--- config.mk ---
export PLATFORM = sky130hd
export DESIGN_NAME = rom_bus_ctrl
export DESIGN_NICKNAME = d
export VERILOG_FILES = /design/src/rtl/rom_bus_pkg.sv /design/src/rtl/rom_wait_ctr.sv /design/src/rtl/rom_bus_ctrl.sv
export SDC_FILE = /design/constraint.sdc
export NUM_CORES = 1
export LEC_CHECK = 0
export CORE_ASPECT_RATIO = 1.4
export CORE_UTILIZATION = 67
export DETAILED_ROUTE_END_ITERATION = 10
export DONT_BUFFER_PORTS = 1
export PLACE_DENSITY = 0.87
export SETUP_SLACK_MARGIN = 0.05
export SYNTH_ARGS = -nofsm -noshare
export SYNTH_HDL_FRONTEND = slang
export SYNTH_SLANG_ARGS = --single-unit
--- constraint.sdc ---
create_clock -name clk -period 6.2 [get_ports clk]
set_input_delay 1.24 -clock clk [delete_from_list [all_inputs] [get_ports clk]]
set_output_delay 1.24 -clock clk [all_outputs]
set_load 0.01 [all_outputs]
--- src/rtl/rom_bus_pkg.sv ---
// rom_bus_pkg: shared types and constants for the program-ROM bus slave.
//   rom_bus_state_t : bus-cycle FSM states
//   ROM_REGION_TAG  : value of addr[22:19] that selects the ROM region
//   HROM_SEL_BIT    : word-address bit selecting high ROM over low ROM
//   DEF_*           : default widths
package rom_bus_pkg;
  typedef enum logic [1:0] {
    ST_IDLE  = 2'd0,
    ST_FETCH = 2'd1,
    ST_WAIT  = 2'd2,
    ST_ACK   = 2'd3
  } rom_bus_state_t;

  localparam logic [3:0] ROM_REGION_TAG = 4'h0;
  localparam int         HROM_SEL_BIT   = 18;

  localparam int DEF_HROM_AW = 12;
  localparam int DEF_LROM_AW = 17;
  localparam int ADDR_W      = 23;
  localparam int DATA_W      = 16;
  localparam int WCNT_W      = 4;

  function automatic logic region_hit(input logic [ADDR_W-1:0] a);
    return a[22:19] == ROM_REGION_TAG;
  endfunction
endpackage

--- src/rtl/rom_wait_ctr.sv ---
// rom_wait_ctr: loadable down-counter used to stretch the acknowledge.
//   clk, rst_b : clock, async active-low reset
//   load       : load load_val (wins over dec)
//   load_val   : value loaded
//   dec        : decrement, saturating at zero
//   done       : count is zero
module rom_wait_ctr #(
  parameter int W = 4
) (
  input  logic         clk,
  input  logic         rst_b,
  input  logic         load,
  input  logic [W-1:0] load_val,
  input  logic         dec,
  output logic         done
);
  logic [W-1:0] cnt;

  always_ff @(posedge clk or negedge rst_b) begin
    if (!rst_b)                 cnt <= '0;
    else if (load)              cnt <= load_val;
    else if (dec && cnt != '0)  cnt <= cnt - 1'b1;
  end

  assign done = (cnt == '0);
endmodule

--- src/rtl/rom_bus_ctrl.sv ---
// rom_bus_ctrl: 68010 bus slave for the on-chip program ROMs.
// Decodes the ROM region, drives the synchronous BRAM address/enable,
// stretches the cycle by WAIT_STATES and acknowledges with a full
// four-phase DTACK_b/AS_b handshake.
//   clk, rst_b            : clock, async active-low reset
//   AS_b, UDS_b, LDS_b    : address / data strobes (active low)
//   BR_W_b                : 1 = read, 0 = write
//   addr                  : word address A23:A1
//   hrom_q, lrom_q        : BRAM read data (valid 1 cycle after rom_en)
//   hrom_addr, lrom_addr  : BRAM addresses (latched at cycle start)
//   rom_en                : single-cycle BRAM read enable
//   MD_out                : read data to CPU
//   DTACK_b               : data acknowledge (active low)
//   rom_sel               : ROM cycle in progress
//   wr_trap               : sticky write-to-ROM flag
// Optional feature: define ROM_WRITE_TRAP_EN to build the write trap;
// otherwise wr_trap is tied low.
module rom_bus_ctrl
  import rom_bus_pkg::*;
#(
  parameter int WAIT_STATES = 1,
  parameter int HROM_AW     = DEF_HROM_AW,
  parameter int LROM_AW     = DEF_LROM_AW
) (
  input  logic               clk,
  input  logic               rst_b,
  input  logic               AS_b,
  input  logic               UDS_b,
  input  logic               LDS_b,
  input  logic               BR_W_b,
  input  logic [22:0]        addr,
  input  logic [15:0]        hrom_q,
  input  logic [15:0]        lrom_q,
  output logic [HROM_AW-1:0] hrom_addr,
  output logic [LROM_AW-1:0] lrom_addr,
  output logic               rom_en,
  output logic [15:0]        MD_out,
  output logic               DTACK_b,
  output logic               rom_sel,
  output logic               wr_trap
);
  // Counter holds WAIT_STATES-1 so that done marks the last WAIT cycle.
  localparam logic [WCNT_W-1:0] WS_LOAD =
    (WAIT_STATES > 0) ? WCNT_W'(WAIT_STATES - 1) : '0;

  rom_bus_state_t state;
  logic           fetch_ph;   // 0: BRAM access in flight, 1: BRAM data valid
  logic           hsel;
  logic           is_wr;
  logic [15:0]    rd_data;
  logic           wait_done;
  logic           start;
  logic [15:0]    q_sel;

  assign start = !AS_b && region_hit(addr) && (!UDS_b || !LDS_b);
  assign q_sel = hsel ? hrom_q : lrom_q;

  rom_wait_ctr #(.W(WCNT_W)) u_wait_ctr (
    .clk      (clk),
    .rst_b    (rst_b),
    .load     (state == ST_FETCH && fetch_ph && !AS_b),
    .load_val (WS_LOAD),
    .dec      (state == ST_WAIT),
    .done     (wait_done)
  );

  always_ff @(posedge clk or negedge rst_b) begin
    if (!rst_b) begin
      state     <= ST_IDLE;
      fetch_ph  <= 1'b0;
      hsel      <= 1'b0;
      is_wr     <= 1'b0;
      rd_data   <= '0;
      hrom_addr <= '0;
      lrom_addr <= '0;
      rom_en    <= 1'b0;
      MD_out    <= '0;
      DTACK_b   <= 1'b1;
      rom_sel   <= 1'b0;
    end else begin
      rom_en <= 1'b0;
      case (state)
        ST_IDLE: begin
          if (start) begin
            state     <= ST_FETCH;
            fetch_ph  <= 1'b0;
            hsel      <= addr[HROM_SEL_BIT];
            is_wr     <= !BR_W_b;
            hrom_addr <= addr[HROM_AW-1:0];
            lrom_addr <= addr[LROM_AW-1:0];
            rom_en    <= 1'b1;
            rom_sel   <= 1'b1;
          end
        end
        ST_FETCH: begin
          if (AS_b) begin
            state   <= ST_IDLE;
            rom_sel <= 1'b0;
          end else if (!fetch_ph) begin
            fetch_ph <= 1'b1;
          end else begin
            rd_data <= q_sel;
            if (WAIT_STATES > 0) begin
              state <= ST_WAIT;
            end else begin
              state   <= ST_ACK;
              DTACK_b <= 1'b0;
              if (!is_wr) MD_out <= q_sel;
            end
          end
        end
        ST_WAIT: begin
          if (AS_b) begin
            state   <= ST_IDLE;
            rom_sel <= 1'b0;
          end else if (wait_done) begin
            state   <= ST_ACK;
            DTACK_b <= 1'b0;
            if (!is_wr) MD_out <= rd_data;
          end
        end
        ST_ACK: begin
          // Leaving ACK always passes through IDLE, so back-to-back
          // cycles get at least one idle clock.
          if (AS_b) begin
            state   <= ST_IDLE;
            DTACK_b <= 1'b1;
            rom_sel <= 1'b0;
          end
        end
        default: state <= ST_IDLE;
      endcase
    end
  end

`ifdef ROM_WRITE_TRAP_EN
  // Trap fires on the first FETCH edge of a write that was not aborted.
  logic        wr_trap_r;
  logic [22:0] dbg_trap_addr;

  always_ff @(posedge clk or negedge rst_b) begin
    if (!rst_b) begin
      wr_trap_r     <= 1'b0;
      dbg_trap_addr <= '0;
    end else if (state == ST_FETCH && !fetch_ph && !AS_b && is_wr && !wr_trap_r) begin
      wr_trap_r     <= 1'b1;
      dbg_trap_addr <= addr;
    end
  end

  assign wr_trap = wr_trap_r;
  logic unused_dbg;
  assign unused_dbg = ^dbg_trap_addr;
`else
  assign wr_trap = 1'b0;
`endif

  // Bits of addr outside the decode/BRAM fields are intentionally ignored.
  logic unused_addr;
  assign unused_addr = ^addr;
endmodule

# Word level (Yosys, flattened, before mapping)

Index checks and enable logic that the tools add are counted.

Register bits: 73
Output and inout bits: 49
Word-level logic and storage cells: 73
Input port bits: 61

Equality and inequality tests: 11
Reduce and logical (&&, ||, !) cells: 25
Add/sub/neg operators: 1
Bitwise operators: 2
Muxes and demuxes: 22

Operator list:

| operator              | count |
|---|---|
| $mux W16              | 1 |
| $mux W2               | 6 |
| $reduce_and A4 Y1     | 3 |
| $ne A2 B2 Y1 const B  | 5 |
| $mux W1               | 9 |
| $logic_not A4 Y1      | 2 |
| $mux W4               | 2 |
| $pmux W2 S4           | 1 |
| $ne A3 B3 Y1 const B  | 2 |
| $pmux W1 S2           | 3 |
| $reduce_and A3 Y1     | 2 |
| $reduce_bool A2 Y1    | 3 |
| $logic_and A1 B1 Y1   | 5 |
| $eq A2 B2 Y1 const B  | 2 |
| $logic_not A1 Y1      | 4 |
| $reduce_and A2 Y1     | 2 |
| $reduce_bool A4 Y1    | 1 |
| $sub A4 B1 Y4 const B | 1 |
| $reduce_or A3 Y1      | 1 |
| $eq A2 B1 Y1 const B  | 1 |
| $logic_not A2 Y1      | 1 |
| $ne A2 B1 Y1 const B  | 1 |
| $not A1 Y1            | 2 |
| $logic_or A1 B1 Y1    | 1 |

# Depth between registers and ports, before layout

Gate-level depths: netlist (run 1).

Word-level depth: 5
Depth in mapped cells: 6

# By module

From an unflattened synthesis (run 1), not the netlist that was laid out.

Cells, all modules: 216
Area total of the unflattened synthesis: 2,730.1 sq um

Modules (own cells, without submodules):

| module       | cells each | times used | area an instance (sq um) | sequential area each (sq um) |
|---|---|---|---|---|
| rom_bus_ctrl | 189        | 1          | 2,459.9                  | 1,427.6 |
| rom_wait_ctr | 27         | 1          | 270.3                    | 100.1 |

# Worst setup path before layout (run 1)

Ideal clock, no wire load.

Path type: in2reg
Start: input port AS_b
End: register hsel
Stages on the path: 5
Setup time: 0.125 ns
Data arrival time: 2.384 ns
Buffers on the path: 2
Slack: 3.691 ns
Path through: buf_4 > nor4_1 > nand3_1 > buf_1 > mux2_2

Cells in the longest elaborated chain, start to end: 4

Ends and longest elaborated chain:

| element                            | line               | text |
|---|---|---|
| start: declaration                 | rom_bus_ctrl.sv:27 | `input logic AS_b,` |
| $logic_not A1 Y1                   | rom_bus_ctrl.sv:55 | `assign start = !AS_b && region_hit(addr) && (!UDS_b \|\| !LDS_b);` |
| $logic_and A1 B1 Y1 (2 in a row)   | rom_bus_ctrl.sv:55 |  |
| $reduce_and A2 Y1 (no source line) | --                 |  |
| end signal: assignment             | rom_bus_ctrl.sv:87 | `hsel <= addr[HROM_SEL_BIT];` |
| end: declaration                   | rom_bus_ctrl.sv:48 | `logic hsel;` |

Every way passes these cells.
A chain may end at the register's enable or synchronous reset.

# Worst setup path after layout (run 1)

Start: input port AS_b
End: register hrom_addr[2]

Cells in the longest elaborated chain, start to end: 4

Ends and longest elaborated chain:

| element                            | line               | text |
|---|---|---|
| $logic_not A1 Y1                   | rom_bus_ctrl.sv:55 |  |
| $logic_and A1 B1 Y1 (2 in a row)   | rom_bus_ctrl.sv:55 |  |
| $reduce_and A2 Y1 (no source line) | --                 |  |
| end signal: assignment             | rom_bus_ctrl.sv:89 | `hrom_addr <= addr[HROM_AW-1:0];` |
| end: declaration                   | rom_bus_ctrl.sv:34 | `output logic [HROM_AW-1:0] hrom_addr,` |

Every way passes these cells.

==> impl_metrics.yaml, run 1 <==
timing:
  fin_crit_ns: 2.64
  rsz0062_at_grt: "false"
  max_clock_freq_mhz: 379
  skew_ns: 0.00665
  hold_viol_final: 0
  post-route-period-util: 0.426
  relSlewSlack: 0.279
  layout_setup_ws_ns: 3.56
  final_max_slew_viol_count: 0
  max_slew.worst_pin.slew_ns: 1.07
  setup_viol_count_final: 0
  tns_ns: 0
logic_synthesis:
  synth_area_leaders: "dfrtp_1 (57%), mux2_2 (14%), mux2i_1 (7.6%)"
  syn_nets: 272
  synth_area_um2: 2640
  ys_ff_latch: 61
  yosysSeqAreaShare: 0.578
  synth_cell_types: 31
  ys_warn_count: 0
  synth_async_sr_flop_share: 1.00
  syn_inst: 209
  synth_edf_count: 0
  yosysTopAreaCell: "dfrtp_1"
  synthFlopType: "dfrtp_1"
  synth_top_area_frac: 0.568
  syn_area_per_cell_um2: 12.6
final_layout:
  multiInputGateArea_um2: 952
  nets: 261
  num-fill-cells: 246
  area_growth_pct: 6.44
  final_cell_area_um2: 2810
  num_antenna_cells: 0
  fin_cells: 245
  seq_area_um2: 1530
  drive_gt1_frac: 0.266
global_routing:
  grt_max_degree: 62
  grt-ovfl-total: 0
  groute.usage.overall: 0.252
  grt_pass1_wl_um: 7380
  first_global_vias: 1684
  antenna_found_initial: 0
flow_run:
  drv_cap: 0
detailed_routing:
  drt_pass1_iterations: 4
  wl_um: 4640
  drc_errors: 0
  wl_per_cell_um: 19.0
  vias_per_cell: 6.20
  vias: 1519
  drtAntennaViolNets: 0
  drtIter0Drc: 20
setup_path:
  critPathCaptureType: "flop"
  cp_max_fo: 22
  critical_path_required_ns: 6.41
  crit_slowest_cell: "nand3_1"
  crit_arrival_ns: 2.85
  cp_cell_sequence: "nor4_1, nand3_1, mux2_2"
  startpoint_type: "input port"
  max_stage_delay_ns: 0.76
  rr_worst_depth: 5
  setup.worst_path.class: "input port to flop"
power_and_ir_drop:
  power.share.switching: 0.266
  combPwrFrac: 0.123
  p_clk_frac: 0.374
  netSwitchingPower_mw: 0.317
  p_per_area_nw_per_um2: 424
  p_int_mw: 0.876
  vdd_drop_max_v: 0.000290
  pwr-share-seq: 0.504
  leakagePower_nw: 1.36
floorplanning:
  design.die.area_um2: 4200
  ios: 110
  fp.dieW_um: 55.1
  start_util: 0.713
  die_h_um: 76.3
  design.core.area_um2: 3710
  rows: 26
clock_tree:
  clockRootBuffer: "clkbuf_8"
  cts_buffers: 9
  postCtsHoldBufs: 0
  cts_max_path_buffers: 2
  cts_resized: 0
  cts_tree: "done"
  clock_sinks: 61
  clock_latency_ns: 0.33
  clk_pin_slew_ns: 0.06
  cts_setup_buffers: 0
  h-tree-depth: 3
run_status:
  status: "finished clean"
placed_design:
  place_area_um2: 2550
  gp_congestion: 0.703
  place.detailed.hpwl_um: 3270
  preCtsSetupSlack_ns: 3.17
  io_buffers: 0
  dp_cells: 229
hold_path:
  hold-path-cell-count: 2
  worstHoldPathType: "flop to flop"
worst max-delay path: cells and delay by family:
| kind | cells | cell delay [ns] |
|---|---|---|
| muxes | 1 | 0.56 |
| and+or+nand+nor | 2 | 1.04 |
cells in the mapped netlist, types with 2 or more instances:
library cell	n
dfrtp_1	60
mux2_2	34
nand2_1	22
mux2i_1	20
o21ai_0	18
buf_4	14
clkbuf_1	5
inv_1	4
nor2_1	4
a21oi_1	3
a31oi_1	2
buf_2	2
ha_1	2
nor3b_1	2
power groups by stage:
stage | logic [mW] | clock network [mW] | registers [mW]
floorplan | 0.174 | 0 | 0.563
global placement | 0.132 | 0 | 0.597
detailed placement | 0.149 | 0 | 0.607
CTS | 0.149 | 0.453 | 0.601
global route | 0.169 | 0.469 | 0.620
finish | 0.146 | 0.446 | 0.601
layer usage:
metal	wire length [um]	vias up	global-route usage
li1	-	686	-
met1	1680	733	0.275
met4	68	0	0.0900
met2	2500	90	0.414
met5	0	-	0
met3	401	10	0.112
cell type report:
type | instances | area share
inverters | 4 | 0.00534
repair buffers | 1 | 0.00267
clock inverters | 3 | 0.0320
well taps | 42 | 0.0187
flip-flops and latches | 61 | 0.543
clock buffers | 13 | 0.0600
multi-input cells | 121 | 0.338
cell usage in the layout, fill, tap and decap left out, types with 2 or more instances in the layout:
cell	instances
a21oi_1	3
clkbuf_8	12
o21ai_0	18
inv_1	4
mux2_2	34
dfrtp_1	60
a31oi_1	2
nand2_1	22
bufinv_16	3
ha_1	2
nor3b_1	2
mux2i_1	20
nor2_1	4
flip-flops by register name, summed over array words and instances, names as in the netlist:
register and flops:
DTACK_b 1, MD_out 16, fetch_ph 1, hrom_addr 11
hsel 1, is_wr 1, lrom_addr 6, rd_data 16
rom_en 1, rom_sel 1, state 2, u_wait_ctr.cnt 4
through the flow:
step,total power [mW],utilization,hold WS (ns)
floorplan,0.737,-,0.444
finish,1.19,0.759,0.482
global placement,0.730,0.689,0.456
CTS,1.20,0.759,0.481
global route,1.26,0.759,0.515
detailed placement,0.756,0.689,0.467
worst paths after layout:
check	from	to	slack (ns)
min reg2reg	rd_data[3]	rd_data[3]	0.48
max	AS_b	hrom_addr[2]	3.56
min	rd_data[3]	rd_data[3]	0.48
max in group asynchronous	rst_b	DTACK_b	5.43
min in group asynchronous	rst_b	fetch_ph	0.60
max reg2reg	u_wait_ctr.cnt[0]	MD_out[13]	3.70
cells by family after synthesis:
family / Yosys count / share of synthesized area
fa+ha+maj: 2 / 0.00946
buf+inv: 27 / 0.0620
simple gates: 38 / 0.0757
other cells: 1 / 0.00142
flops: 61 / 0.578
compound gates: 26 / 0.0530
mux: 54 / 0.221
(Power assumes the default switching activity.)
==> run 2: changes to the inputs <==
--- a/config.mk
+++ b/config.mk
@@ -6,10 +6,10 @@
 export NUM_CORES = 1
 export LEC_CHECK = 0
 export CORE_ASPECT_RATIO = 1.4
-export CORE_UTILIZATION = 67
+export CORE_UTILIZATION = 62
 export DETAILED_ROUTE_END_ITERATION = 10
 export DONT_BUFFER_PORTS = 1
-export PLACE_DENSITY = 0.87
+export PLACE_DENSITY = 0.82
 export SETUP_SLACK_MARGIN = 0.05
 export SYNTH_ARGS = -nofsm -noshare
 export SYNTH_HDL_FRONTEND = slang
==> constraint.sdc (replaced) <==
create_clock -name clk -period 2.7 [get_ports clk]
set_input_delay 0.54 -clock clk [delete_from_list [all_inputs] [get_ports clk]]
set_output_delay 0.54 -clock clk [all_outputs]
set_load 0.01 [all_outputs]
==> run 2 against run 1 <==
Effect of this change: the run now ends with design-rule violations left; global-route usage shrank 2.2 points; clock power grew 130%; power grew 130%; via count grew 2.7%; first-iteration DRC count grew to 3.8 times the previous value; sequential share of layout area shrank 0.81 points; die area grew 7.8%; routed wire length grew 3.7%; worst setup slack lost 2.9 ns; worst hold slack lost 0.43 ns; critical path type is now flop to flop; critical endpoint is now MD_out[5]; largest power group unchanged.
==> impl_metrics.yaml, run 2 (synthesis results as in run 1) <==
run_status:
  status: "finished, violations left"
  violations: "design-rule violations"
power_and_ir_drop:
  leakagePower_nw: 1.38
  total_power_mw: 2.76
  vdd_drop_max_v: 0.000631
  p_per_area_nw_per_um2: 965
final_layout:
  final_util: 0.711
  num-fill-cells: 285
  area_growth_pct: 8.05
  drive_gt1_frac: 0.282
  num_antenna_cells: 0
  multiInputGateArea_um2: 952
  fin_cells: 249
  final_common_cell: "dfrtp_1"
  reg.largest.list: "MD_out: 16 flops, rd_data: 16 flops, hrom_addr: 11 flops"
  layout_common_cells: "dfrtp_1 (60), mux2_2 (34), nand2_1 (22), mux2i_1 (20), o21ai_0 (18)"
  nets: 264
  final_cell_area_um2: 2860
  seq_area_um2: 1530
clock_tree:
  cts_resized: 0
  cts_tree: "done"
  cts_setup_buffers: 0
  clock_sinks: 61
  h-tree-depth: 3
  clockRootBuffer: "clkbuf_8"
  clock_latency_ns: 0.33
  postCtsHoldBufs: 1
  cts_max_path_buffers: 2
  cts_buffers: 9
  clk_pin_slew_ns: 0.07
setup_path:
  rrSetupSlack_ns: 0.68
  setup.worst_path.class: "flop to flop"
  crit_slowest_cell: "dfrtp_1"
  rr_worst_depth: 6
  critical-path-top-delay-family: "simple AND/OR/NAND/NOR gates"
  cp_max_fo: 16
  max_stage_delay_ns: 0.41
  critical_path_required_ns: 2.92
  critPathCaptureType: "flop"
  r2r-start: "u_wait_ctr.cnt[0]"
  startpoint_type: "flop"
  path_buf_inv: 2
  worstReg2RegEnd: "MD_out[5]"
  crit_arrival_ns: 2.24
  cp_cell_sequence: "inv_1, ha_1, or3b_4, nor4_4, buf_4, mux2_2"
floorplanning:
  fp.dieW_um: 57.2
  design.die.area_um2: 4530
  rows: 27
  die_h_um: 79.3
  ios: 110
  start_util: 0.658
  design.core.area_um2: 4020
timing:
  final_max_slew_viol_count: 0
  fin_crit_ns: 2.02
  rsz0062_at_grt: "false"
  tns_ns: 0
  setup_viol_count_final: 0
  relSlewSlack: 0.423
  layout_setup_ws_ns: 0.677
  post-route-period-util: 0.749
  hold_viol_final: 0
  fin_hold_ws_ns: 0.0472
  max_slew.worst_pin.slew_ns: 0.866
  skew_ns: 0.00856
  max_clock_freq_mhz: 494
global_routing:
  grtUsageMet1: 0.236
  grtUsageMet2: 0.407
  antenna_found_initial: 0
  groute.usage.overall: 0.230
  met3_usage: 0.0749
  top_usage_layer: "met2"
  grt_max_degree: 61
  grt-ovfl-total: 0
  first_global_vias: 1590
  grt_pass1_wl_um: 7520
placed_design:
  place.detailed.hpwl_um: 3360
  dp_cells: 232
  place_area_um2: 2570
  gp_congestion: 0.736
  preCtsSetupSlack_ns: 0.666
  io_buffers: 0
flow_run:
  drv_cap: 0
detailed_routing:
  vias: 1560
  drtAntennaViolNets: 0
  drt_pass1_iterations: 8
  wl_per_cell_um: 19.3
  vias_per_cell: 6.27
  drtIter0Drc: 76
  wl_um: 4820
  drc_errors: 10
hold_path:
  worstHoldPathType: "input port to asynchronous set/reset pin"
==> run 2: how the worst max path moves through the flow <==
stage / from / end / slack (ns) / cells after the start
final: u_wait_ctr.cnt[0] / MD_out[5] / 0.68 / 6
after global routing: u_wait_ctr.cnt[0] / MD_out[4] / 0.58 / 6
after CTS: u_wait_ctr.cnt[0] / MD_out[5] / 0.65 / 6
after detailed placement: u_wait_ctr.cnt[0] / MD_out[5] / 0.67 / 6
after global placement: u_wait_ctr.cnt[0] / MD_out[5] / 0.72 / 6
after floorplan: u_wait_ctr.cnt[0] / MD_out[0] / 0.68 / 6
==> run 2: layout make-up <==
cell class                      count  area share
Clock buffer                       11      0.0530
Inverter                            4     0.00526
Multi-Input combinational cell    121       0.333
Tap cell                           43      0.0188
Timing Repair Buffer                4      0.0175
Sequential cell                    61       0.535
Clock inverter                      5      0.0372
==> run 2: where the power goes <==
group          internal, mW  total (mW)  switching, mW  leakage [nW]
Clock                 0.665        1.01          0.347         0.126
Combinational         0.193       0.359          0.166         0.458
Sequential             1.13        1.39          0.255         0.798
==> run 2: routing by layer <==
metal  wire length (um)  vias up  part of all wire
met3                305       10             0.063
met1               1740      776              0.36
met2               2660       79              0.55
met4                108        0             0.022
li1                   -      695                 -
met5                  0        -                 0
==> run 2: worst reg2reg max path: cells and delay by family, from the launching register on <==
family,cells,cell delay [ns]
adders and majority gates,1,0.16
DFF,1,0.41
buffers and inverters,2,0.37
muxes,1,0.38
and+or+nand+nor,2,0.60
==> run 3: changes to the inputs <==
--- a/config.mk
+++ b/config.mk
@@ -6,10 +6,10 @@
 export NUM_CORES = 1
 export LEC_CHECK = 0
 export CORE_ASPECT_RATIO = 1.4
-export CORE_UTILIZATION = 62
+export CORE_UTILIZATION = 56
 export DETAILED_ROUTE_END_ITERATION = 10
 export DONT_BUFFER_PORTS = 1
-export PLACE_DENSITY = 0.82
+export PLACE_DENSITY = 0.78
 export SETUP_SLACK_MARGIN = 0.05
 export SYNTH_ARGS = -nofsm -noshare
 export SYNTH_HDL_FRONTEND = slang
==> constraint.sdc (replaced) <==
create_clock -name clk -period 1.85 [get_ports clk]
set_input_delay 0.37 -clock clk [delete_from_list [all_inputs] [get_ports clk]]
set_output_delay 0.37 -clock clk [all_outputs]
set_load 0.01 [all_outputs]
==> run 3 against run 2 <==
Effect of this change: the run ends with negative setup slack left; flip-flop and latch count did not move; power rose by 41%; combinational power rose by 89%; clock skew fell by 0.0023 ns; final cell count rose by 11%; worst hold slack improved by 0.062 ns; sequential power rose by 42%; critical path depth rose by 1; maximum frequency rose by 1.1%; count of clock-buffer cells in the layout did not move; largest power group unchanged; die area rose by 10%; largest cell class unchanged.
==> impl_metrics.yaml, run 3 (synthesis results as in run 1) <==
detailed_routing:
  wl_per_cell_um: 17.3
  drtIter0Drc: 34
  vias_per_cell: 5.58
  drc_errors: 0
  drt_pass1_iterations: 4
  vias: 1547
  wl_um: 4780
  drtAntennaViolNets: 0
clock_tree:
  clk_pin_slew_ns: 0.06
  clock_latency_ns: 0.33
  clockRootBuffer: "clkbuf_8"
  cts_tree: "done"
  cts_buffers: 9
  h-tree-depth: 3
  cts_max_path_buffers: 2
  clock_sinks: 61
floorplanning:
  die_h_um: 83.3
  design.core.area_um2: 4540
  ios: 110
  start_util: 0.583
  design.die.area_um2: 5000
  fp.dieW_um: 60.1
  rows: 29
setup_path:
  startpoint_type: "flop"
  cp_cell_sequence: "inv_2, ha_4, or3b_4, nor4_4, buf_4, clkbuf_16, mux2_2"
  crit_slowest_cell: "dfrtp_1"
  worstReg2RegEnd: "MD_out[9]"
  max_stage_delay_ns: 0.39
  rrSetupSlack_ns: -0.15
  r2r-start: "u_wait_ctr.cnt[0]"
  setup.worst_path.class: "flop to flop"
  critical_path_required_ns: 2.07
  rr_worst_depth: 7
  crit_arrival_ns: 2.22
  critPathCaptureType: "flop"
  cp_max_fo: 8
timing:
  post-route-period-util: 1.08
  final_max_slew_viol_count: 0
  fin_crit_ns: 2.00
  rsz0062_at_grt: "true"
  layout_setup_ws_ns: -0.151
  fin_hold_ws_ns: 0.109
  setup_viol_count_final: 16
  max_clock_freq_mhz: 500
  hold_viol_final: 0
  skew_ns: 0.00623
placed_design:
  io_buffers: 0
  preCtsSetupSlack_ns: -0.157
  gp_congestion: 0.745
  place.detailed.hpwl_um: 3150
global_routing:
  first_global_vias: 1571
  groute.usage.overall: 0.198
  grt-ovfl-total: 0
  antenna_found_initial: 0
  grt_max_degree: 62
  grt_pass1_wl_um: 7180
final_layout:
  num-fill-cells: 351
  area_growth_pct: 12.8
  reg.largest.list: "MD_out: 16 flops, rd_data: 16 flops, hrom_addr: 11 flops"
  final_common_cell: "dfrtp_1"
  nets: 273
  layout_common_cells: "dfrtp_1 (60), mux2_2 (23), nand2_1 (22), mux2i_1 (20), o21ai_0 (18)"
  drive_gt1_frac: 0.312
  num_antenna_cells: 0
power_and_ir_drop:
  p_per_area_nw_per_um2: 1300
  leakagePower_nw: 1.42
  vdd_drop_max_v: 0.000930
  pwr-share-seq: 0.509
  p_int_mw: 2.77
  netSwitchingPower_mw: 1.11
  combPwrFrac: 0.174
  power.share.switching: 0.287
  p_clk_frac: 0.317
hold_path:
  holdCritStartpoint: "AS_b"
  holdPathEnd: "state[1]"
  worstHoldPathType: "input port to flop"
  hold-path-cell-count: 1
flow_run:
  drv_cap: 0
run_status:
  status: "finished, violations left"
  violations: "negative setup slack"
==> run 3: final cells by class <==
type                    count  area (um^2)  share of cell area
clock inverters             5         75.1              0.0252
well taps                  62         77.6              0.0260
flip-flops and latches     61         1530               0.512
multi-input cells         121         1010               0.337
clock buffers              11          131              0.0440
repair buffers             13          150              0.0503
inverters                   4         15.0             0.00503
==> run 3: stage by stage <==
stage	instances	setup TNS (ns)	instance area, um^2	utilization	total power [mW]
final	277	-1.88	2980	0.658	3.88
after CTS	271	-2.00	2860	0.630	3.82
after detailed placement	255	-2.35	2640	0.582	2.58
after global placement	255	-0.521	2640	0.582	2.50
after global routing	277	-2.86	2980	0.658	4.11
after floorplan	209	-1.82	2640	-	2.47
==> run 3: timing repair <==
| item | CTS | global route |
|---|---|---|
| pin swaps | 0 | 0 |
| resized for setup | 4 | 12 |
| buffers inserted | 0 | 3 |
| hold endpoints to repair | 61 | 61 |
| cloned | 0 | 1 |
| endpoints found under the setup margin | 16 | 16 |
==> run 3: worst max-delay path: cells and delay by family (launching register included) <==
kind                       cells  cell delay, ns
muxes                          1            0.33
and+or+nand+nor                2            0.59
DFF                            1            0.39
adders and majority gates      1            0.13
buffers and inverters          3            0.44
==> run 3: power by group through the flow <==
stage / combinational, mW / sequential (mW) / clock (mW)
finish: 0.678 / 1.98 / 1.23
global route: 0.762 / 2.02 / 1.33
global placement: 0.540 / 1.96 / 0
floorplan: 0.583 / 1.89 / 0
detailed placement: 0.590 / 1.99 / 0
CTS: 0.595 / 1.97 / 1.26
==> run 3: worst max path at each step <==
stage                           start          to  cells past startpoint
finish              u_wait_ctr.cnt[0]   MD_out[9]                      7
global route        u_wait_ctr.cnt[0]  MD_out[13]                      7
CTS                 u_wait_ctr.cnt[0]   MD_out[7]                      6
detailed placement  u_wait_ctr.cnt[0]   MD_out[6]                      6
global placement    u_wait_ctr.cnt[0]   MD_out[7]                      6
floorplan           u_wait_ctr.cnt[0]   MD_out[0]                      6
==> run 3: routing by layer <==
| layer | wire (um) | vias up | global-route usage |
|---|---|---|---|
| met5 | 0 | - | 0 |
| met4 | 67 | 0 | 0.127 |
| met3 | 351 | 6 | 0.0592 |
| met2 | 2520 | 76 | 0.329 |
| met1 | 1850 | 750 | 0.207 |
| li1 | - | 715 | - |
